==> src/rtl/stream_sample_sink.sv <==
// Avalon-ST sink: buffers 24-bit samples in a ring FIFO, replays one per tick.
// Optional: define STREAM_SINK_HOLD_LAST_EN to hold the last sample on underrun.
module stream_sample_sink #(
    parameter int DEPTH     = 128,
    parameter int CLK_HZ    = 50_000_000,
    parameter int SAMPLE_HZ = 96_000
) (
    input  logic                     clk,
    input  logic                     n_rst,
    input  logic                     i_enable,
    input  logic [31:0]              asi_ss0_data,
    input  logic                     asi_ss0_valid,
    output logic                     asi_ss0_ready,
    output logic [23:0]              o_sample,
    output logic                     o_sample_strobe,
    output logic                     o_underrun,
    output logic [$clog2(DEPTH):0]   o_level
);

    localparam int AW  = $clog2(DEPTH);
    localparam int DIV = CLK_HZ / SAMPLE_HZ;
    localparam int CW  = (DIV > 1) ? $clog2(DIV) : 1;

    typedef enum logic [1:0] {
        IDLE,
        PREFILL,
        RUN
    } state_t;

    state_t        state;
    state_t        state_n;
    logic [AW-1:0] wr_ptr;
    logic [AW-1:0] rd_ptr;
    logic [AW:0]   level;
    logic [CW-1:0] div_cnt;
    logic [23:0]   mem [DEPTH];
    logic          push;
    logic          pop;
    logic          tick;
    logic          run_tick;
    logic          underrun;
    logic          unused_data;

    // Upper stream byte carries no audio.
    assign unused_data = ^asi_ss0_data[31:24];

    // Ready comes from the registered level only; held low during reset.
    assign asi_ss0_ready = n_rst && (level < (AW+1)'(DEPTH));
    assign push          = asi_ss0_valid && asi_ss0_ready;
    assign tick          = (state != IDLE) && (div_cnt == CW'(DIV - 1));
    assign run_tick      = tick && (state == RUN) && i_enable;
    assign pop           = run_tick && (level != '0);
    assign underrun      = run_tick && (level == '0);
    assign o_level       = level;

    // Next-state decode; disable wins from any state.
    always_comb begin
        state_n = state;
        if (!i_enable) begin
            state_n = IDLE;
        end else begin
            unique case (state)
                IDLE:    state_n = PREFILL;
                PREFILL: if (level >= (AW+1)'(DEPTH / 2)) state_n = RUN;
                RUN:     if (underrun) state_n = PREFILL;
                default: state_n = IDLE;
            endcase
        end
    end

    // State register.
    always_ff @(posedge clk or negedge n_rst) begin
        if (!n_rst) state <= IDLE;
        else        state <= state_n;
    end

    // Rate divider; parked at zero while idle.
    always_ff @(posedge clk or negedge n_rst) begin
        if (!n_rst)              div_cnt <= '0;
        else if (state == IDLE)  div_cnt <= '0;
        else if (tick)           div_cnt <= '0;
        else                     div_cnt <= div_cnt + 1'b1;
    end

    // Sample storage; stale words are unreachable once pointers reset.
    always_ff @(posedge clk) begin
        if (push) mem[wr_ptr] <= asi_ss0_data[23:0];
    end

    // Ring pointers and occupancy.
    always_ff @(posedge clk or negedge n_rst) begin
        if (!n_rst) begin
            wr_ptr <= '0;
            rd_ptr <= '0;
            level  <= '0;
        end else begin
            if (push) wr_ptr <= wr_ptr + 1'b1;
            if (pop)  rd_ptr <= rd_ptr + 1'b1;
            if (push && !pop)      level <= level + 1'b1;
            else if (pop && !push) level <= level - 1'b1;
        end
    end

    // Output sample register and one-cycle pulses.
    always_ff @(posedge clk or negedge n_rst) begin
        if (!n_rst) begin
            o_sample        <= '0;
            o_sample_strobe <= 1'b0;
            o_underrun      <= 1'b0;
        end else begin
            o_sample_strobe <= pop || underrun;
            o_underrun      <= underrun;
            if (state == IDLE || state_n == IDLE) begin
                o_sample <= '0;
            end else if (pop) begin
                o_sample <= mem[rd_ptr];
            end else if (underrun) begin
`ifdef STREAM_SINK_HOLD_LAST_EN
                o_sample <= o_sample;
`else
                o_sample <= '0;
`endif
            end
        end
    end

endmodule

==> config.mk <==
export PLATFORM = sky130hd
export DESIGN_NAME = stream_sample_sink
export DESIGN_NICKNAME = d
export VERILOG_FILES = /design/src/rtl/stream_sample_sink.sv
export SDC_FILE = /design/constraint.sdc
export NUM_CORES = 2
export LEC_CHECK = 0
export CAP_MARGIN = 20
export CORE_ASPECT_RATIO = 1.25
export CORE_MARGIN = 1.5
export CORE_UTILIZATION = 55
export DETAILED_ROUTE_END_ITERATION = 12
export PLACE_DENSITY = 0.74
export SETUP_SLACK_MARGIN = 0.5
export SKIP_LAST_GASP = 1
export SLEW_MARGIN = 20
export SYNTH_ARGS = -nofsm -noshare
export SYNTH_HDL_FRONTEND = slang
export SYNTH_SLANG_ARGS = --single-unit
==> constraint.sdc <==
create_clock -name clk -period 5.83 [get_ports clk]
set_input_delay 1.4575 -clock clk [delete_from_list [all_inputs] [get_ports clk]]
set_output_delay 1.4575 -clock clk [all_outputs]
set_load 0.02 [all_outputs]
Word-level counts from Yosys, hierarchy flattened

Memories as Yosys holds them, arrays and structs flattened.
Cells that the tools add are included.

Register bits: 60
Memory bits (writable): 3072
Input port bits: 36
Output and inout port bits: 35
Logic and storage cells: 52
Memories kept: 1

Add/sub/neg operators: 5
$lt $le $gt $ge: 2
Eq/ne operators: 3
Multiplexer cells: 13
Reduce and logical (&&, ||, !) cells: 20

Memories:

| memory | words | bits a word | rd ports | clocked after memory_dff | write ports | RTL line | source |
|---|---|---|---|---|---|---|---|
| mem    | 128   | 24          | 1        | 0                        | 1           | 36       | `logic [23:0] mem [DEPTH];` |

Operator list:

| operator                | number |
|---|---|
| $mux W24                | 3 |
| $mux W10                | 2 |
| $mux W8                 | 2 |
| $add A7 B1 Y7 const B   | 2 |
| $add A10 B1 Y10 const B | 1 |
| $eq A10 B10 Y1 const B  | 1 |
| $logic_and A1 B1 Y1     | 9 |
| $add A8 B1 Y8 const B   | 1 |
| $ge A8 B7 Y1 const B    | 1 |
| $logic_not A8 Y1        | 1 |
| $lt A8 B8 Y1 const B    | 1 |
| $reduce_bool A8 Y1      | 1 |
| $sub A8 B1 Y8 const B   | 1 |
| $mux W2                 | 3 |
| $pmux W2 S3             | 1 |
| $logic_not A2 Y1        | 2 |
| $reduce_bool A2 Y1      | 2 |
| $reduce_bool A3 Y1      | 1 |
| $eq A2 B1 Y1 const B    | 1 |
| $eq A2 B2 Y1 const B    | 1 |
| $logic_not A1 Y1        | 2 |
| $logic_or A1 B1 Y1      | 2 |
| $mux W1                 | 2 |

Logic depth before layout (Yosys ltp)

Depth in word-level cells: 11
Depth in mapped cells: 14
Depth with buffers taken out: 14

Least setup slack after synthesis

Ideal clock, no wire load.

Path kind: input port to flip-flop
From: input n_rst
To: memory mem[72][0] (enable)
Arrival: 5.180 ns
Setup slack: 0.184 ns
Stages on the path: 6
Buffers on the path: 2
Path through: nor2b_1 -> and2_1 -> clkbuf_1 -> clkbuf_1 -> nand4_1 -> nor4_1

Cells in the longest elaborated chain, start to end: 4

RTL lines:

| item                          | RTL line | source |
|---|---|---|
| start, declared               | 9        | `input logic n_rst,` |
| $logic_and A1 B1 Y1           | 48       | `assign asi_ss0_ready = n_rst && (level < (AW+1)'(DEPTH));` |
| $logic_and A1 B1 Y1           | 49       | `assign push = asi_ss0_valid && asi_ss0_ready;` |
| named net push                | 37       | `logic push;` |
| $mux W1                       | 87       | `if (push) mem[wr_ptr] <= asi_ss0_data[23:0];` |
| $mux W1 (not written as such) | 87       |  |
| end, declared                 | 36       |  |

The timed path passes the listed nets, and every way through them passes these cells.

Worst setup path after layout

From: register rd_ptr[1]
To: register o_sample[19]

Cells in the longest elaborated chain, start to end: 3

RTL lines:

| item                   | RTL line | source |
|---|---|---|
| start, declared        | 33       | `logic [AW-1:0] rd_ptr;` |
| start signal, assigned | 98       | `if (pop) rd_ptr <= rd_ptr + 1'b1;` |
| $mem_v2 Z128 W24       | -        |  |
| $mux W24               | 115      | `end else if (pop) begin` |
| $mux W24               | 113      | `if (state == IDLE \|\| state_n == IDLE) begin` |
| end signal, assigned   | 116      | `o_sample <= mem[rd_ptr];` |
| end, declared          | 14       | `output logic [23:0] o_sample,` |

No other way between the ends.
A chain may end at the register's enable or synchronous reset.

==> qor.txt <==
===============================================================================================
Run status                                                                         finished, final reports clean
Biggest area consumer among synthesized cells                                          edfxtp_1
Category of the worst setup path capture point                                             flop
Number of nets in the synthesized netlist                                                 5,437
Seq pwr share                                                                             55.8%
Maximum fanout along the worst path                                                          53
Layout area overhead                                                                     12.20%
Starting DRC count in detailed routing                                                    8,948
Count of final max-slew check failures                                                        0
Area contributors post-synth                                                       edfxtp_1 77%, mux4_2 14%, dfrtp_1 1.3%
Vias in the first global route                                                           60,000
Std cell rows                                                                               191
Share of Yosys cell area claimed by the top area cell type                               76.87%
Combinational cell fraction of total power                                                 2.7%
NumNets Final                                                                             5,798
Synth async-reset ratio                                                                  1.916%
Type of origin of the critical path                                                        flop
Maximum root-to-sink buffer count                                                             4
Cells on Worst Hold Path                                                                      1
Max IR drop VDD                                                                        210.5 µV
Antenna violation net count after detailed routing                                            0
RSZ-0062 raised after global routing                                                         no
Global-route wire length before repair                                               447,300 µm
Number of buffers inserted to repair setup after CTS                                          0
Depth of the worst register-to-register path                                                  7
TritonCTS clock tree                                                                      built
Instance count after placement with tap cells included                                    8,354
Clock input transition at the sequential cells of the worst setup and hold paths        0.07 ns
Setup WS pre-CTS                                                                      0.8703 ns
Final period utilization                                                                 75.36%
Non-filler cells in the finished layout                                                   8,868
CTS sink cnt                                                                              3,132
Static Leakage                                                                         41.20 nW
Total clock buffers created by CTS                                                          289
Switching fraction of total power                                                        20.39%
CP endpoint                                                                        o_sample[19]
Portion of the post-synthesis area used by sequential elements                           78.12%
Maximum number of pins on one net before global-route repair                                 95
Detailed placement HPWL                                                              184,500 µm
Gpl congestion                                                                           0.8831
Share of power burned in the clock network                                                41.5%
Via count of the routed design                                                           60,170
GRT Total Usage                                                                          28.95%
Required time at the endpoint of the critical path                                      6.62 ns
Post-synth EDFFs                                                                          3,072
Switching power summed over all nets                                                 0.009142 W
Die Area                                                                            221,000 µm²
Die width                                                                              420.8 µm
Crit Reg-Reg Endpoint                                                              o_sample[19]
Final clock skew                                                                     0.05442 ns
Total power density per cell area                                                  333.1 nW/µm²
Area of the core region                                                             216,800 µm²
Detailed Routing Iterations Pass 1                                                            6
Vertical die dimension                                                                 525.3 µm
Initial core utilization                                                                 55.37%
Syn Std Cell Area                                                                   120,000 µm²
Total of fill cells in the finished design                                               14,090
Register bit count reported by yosys                                                      3,132
Source-to-sink clock delay at the later pin of the worst-skew pair                      0.87 ns
Vias per cell                                                                             6.786
Max-slew headroom at the worst pin                                                       18.60%
Average wire length per cell after detail routing                                      35.86 µm
Gate Count Post-Synth                                                                     5,389
Gates resized, CTS repair                                                                     0
Total wirelength of the detailed-routed design                                       318,000 µm
Min-Delay Path Class                                                               flop to flop
Total Neg Setup Slack                                                                      0 ns
Primary flip-flop cell chosen by synthesis mapping                                     edfxtp_1
Startpoint of the worst-slack reg-to-reg timing path                                  rd_ptr[1]
Design Area, Final                                                                  134,700 µm²
Crit path from                                                                        rd_ptr[1]
Distinct cells, synth                                                                        66
Critical path type                                                                 flop to flop
Fraction of final layout cells sized beyond drive strength 1                             28.49%
# IOs                                                                                        71
Data arrival time at the worst-slack endpoint                                           5.18 ns
Gr ovfl total                                                                                 0
Yosys warning total                                                                           0
Clk root buf                                                                          clkbuf_16
F_max                                                                                 227.6 MHz
Synth Area per Inst                                                                   22.27 µm²
Number of antenna violations at the first check in global routing                            14
Total of hold buffers inserted after clock tree synthesis                                     0
Post-placement cell area                                                            125,500 µm²
Transition time at the pin with the least slew margin                                  1.210 ns
Final Critical Period                                                                  4.393 ns
H-tree depth                                                                                  5
Internal power contribution                                                           0.03570 W
Input/output buffers                                                                         62
Flop-to-flop setup slack                                                                1.44 ns
Post-route DRC                                                                                0
Final setup violation count                                                                   0
Max Cap Viol                                                                                  0
Final Hold Violating Endpoints                                                                0
Minimum setup slack in the final design                                                1.437 ns
===============================================================================================
-- Yosys cell counts, types with 6 or more instances --
library cell,n
buf_1,25
mux2i_1,109
nor4_1,14
mux2_2,85
buf_2,74
a32oi_1,11
nand2b_1,12
nand4_1,15
or2_2,6
o21ai_1,10
inv_1,10
dfrtp_1,60
clkbuf_1,108
mux4_2,727
a22oi_1,54
nor2b_1,17
nor2_1,178
buf_6,33
buf_4,57
o211ai_1,7
xor2_1,9
o21ai_0,48
a22o_1,39
a31oi_1,16
xnor2_1,15
nand3_1,65
a211oi_1,18
nor3_1,36
o31ai_1,7
edfxtp_1,3072
a221oi_1,60
o22ai_1,113
a21oi_1,33
nand2_1,141
ha_1,11
o221ai_1,12
-- cell type report --
cell class,instances,area [µm²],area share [%]
Inverter,13,52.55,0.03903
Clock inverter,144,1366,1.015
Sequential cell,3132,93760,69.63
Antenna cell,5,12.51,0.009292
Multi-Input combinational cell,1944,24890,18.48
Tap cell,2895,3622,2.690
Clock buffer,365,7811,5.801
Timing Repair Buffer,370,3143,2.334
-- logic make-up after synthesis --
group | Yosys count | synth area share (%)
and+or+nand+nor | 519 | 1.967
adders and majority gates | 12 | 0.1314
DFF | 3132 | 78.12
muxes | 921 | 15.35
xor gates and xnor gates | 24 | 0.1752
buffers and inverters | 313 | 1.482
AOI/OAI and AO/OA | 468 | 2.776
-- layer usage --
layer	up-vias	GRT usage, %	part of all wire [%]
met4	2	17.27	7.1
met5	-	0	0.0031
li1	23550	-	-
met1	31680	37.56	34
met3	805	5.109	10
met2	4136	46.18	49
-- worst max-delay path, cell delays in order (launching register included) --
cell	delay, ns
dfrtp_4	1.08
buf_4	0.75
mux4_2	0.34
mux2i_1	0.09
a22oi_1	0.53
o21ai_0	0.23
a2111oi_1	1.03
a211o_1	0.19
-- cells in the final DEF, fill, tap and decap left out, types with 57 or more instances in the layout --
| cell type | instances |
|---|---|
| clkbuf_1 | 59 |
| edfxtp_1 | 3072 |
| a221oi_1 | 60 |
| buf_4 | 310 |
| mux2_2 | 85 |
| o22ai_1 | 113 |
| mux4_2 | 727 |
| nand3_1 | 65 |
| dfrtp_1 | 57 |
| mux2i_1 | 109 |
| nand2_1 | 141 |
| clkbuf_16 | 300 |
| nor2_2 | 127 |
-- stage by stage --
stage	hold slack, ns	power [W]	util [%]
after floorplan	0.4479	0.02591	-
after global placement	0.4640	0.02663	57.88
after detailed placement	0.4712	0.02668	57.88
after CTS	0.4804	0.04497	62.12
after global routing	0.5233	0.04586	62.12
final	0.4792	0.04485	62.12
-- registers in the layout, indices dropped and copies added, names as in the netlist --
signal	cells
div_cnt	10
mem	3072
o_level	8
o_sample	24
o_sample_strobe	1
o_underrun	1
rd_ptr	7
state	2
wr_ptr	7
-- power groups by stage --
stage	Combinational [W]	Sequential (W)	Clock, W
after floorplan	0.000465	0.0254	0
after global placement	0.00113	0.0255	0
after detailed placement	0.00117	0.0255	0
after CTS	0.00118	0.0250	0.0188
after global routing	0.00126	0.0250	0.0196
final	0.00120	0.0250	0.0186
-- worst min-delay path by stage --
| stage | start | to | slack (ns) |
|---|---|---|---|
| after global routing | div_cnt[0] | div_cnt[0] | 0.52 |
| after CTS | div_cnt[0] | div_cnt[0] | 0.48 |
| after detailed placement | div_cnt[0] | div_cnt[0] | 0.47 |
| after global placement | div_cnt[0] | div_cnt[0] | 0.46 |
| final | div_cnt[0] | div_cnt[0] | 0.48 |
| after floorplan | div_cnt[0] | div_cnt[0] | 0.45 |
No activity file was read; power rests on OpenSTA's default activity.
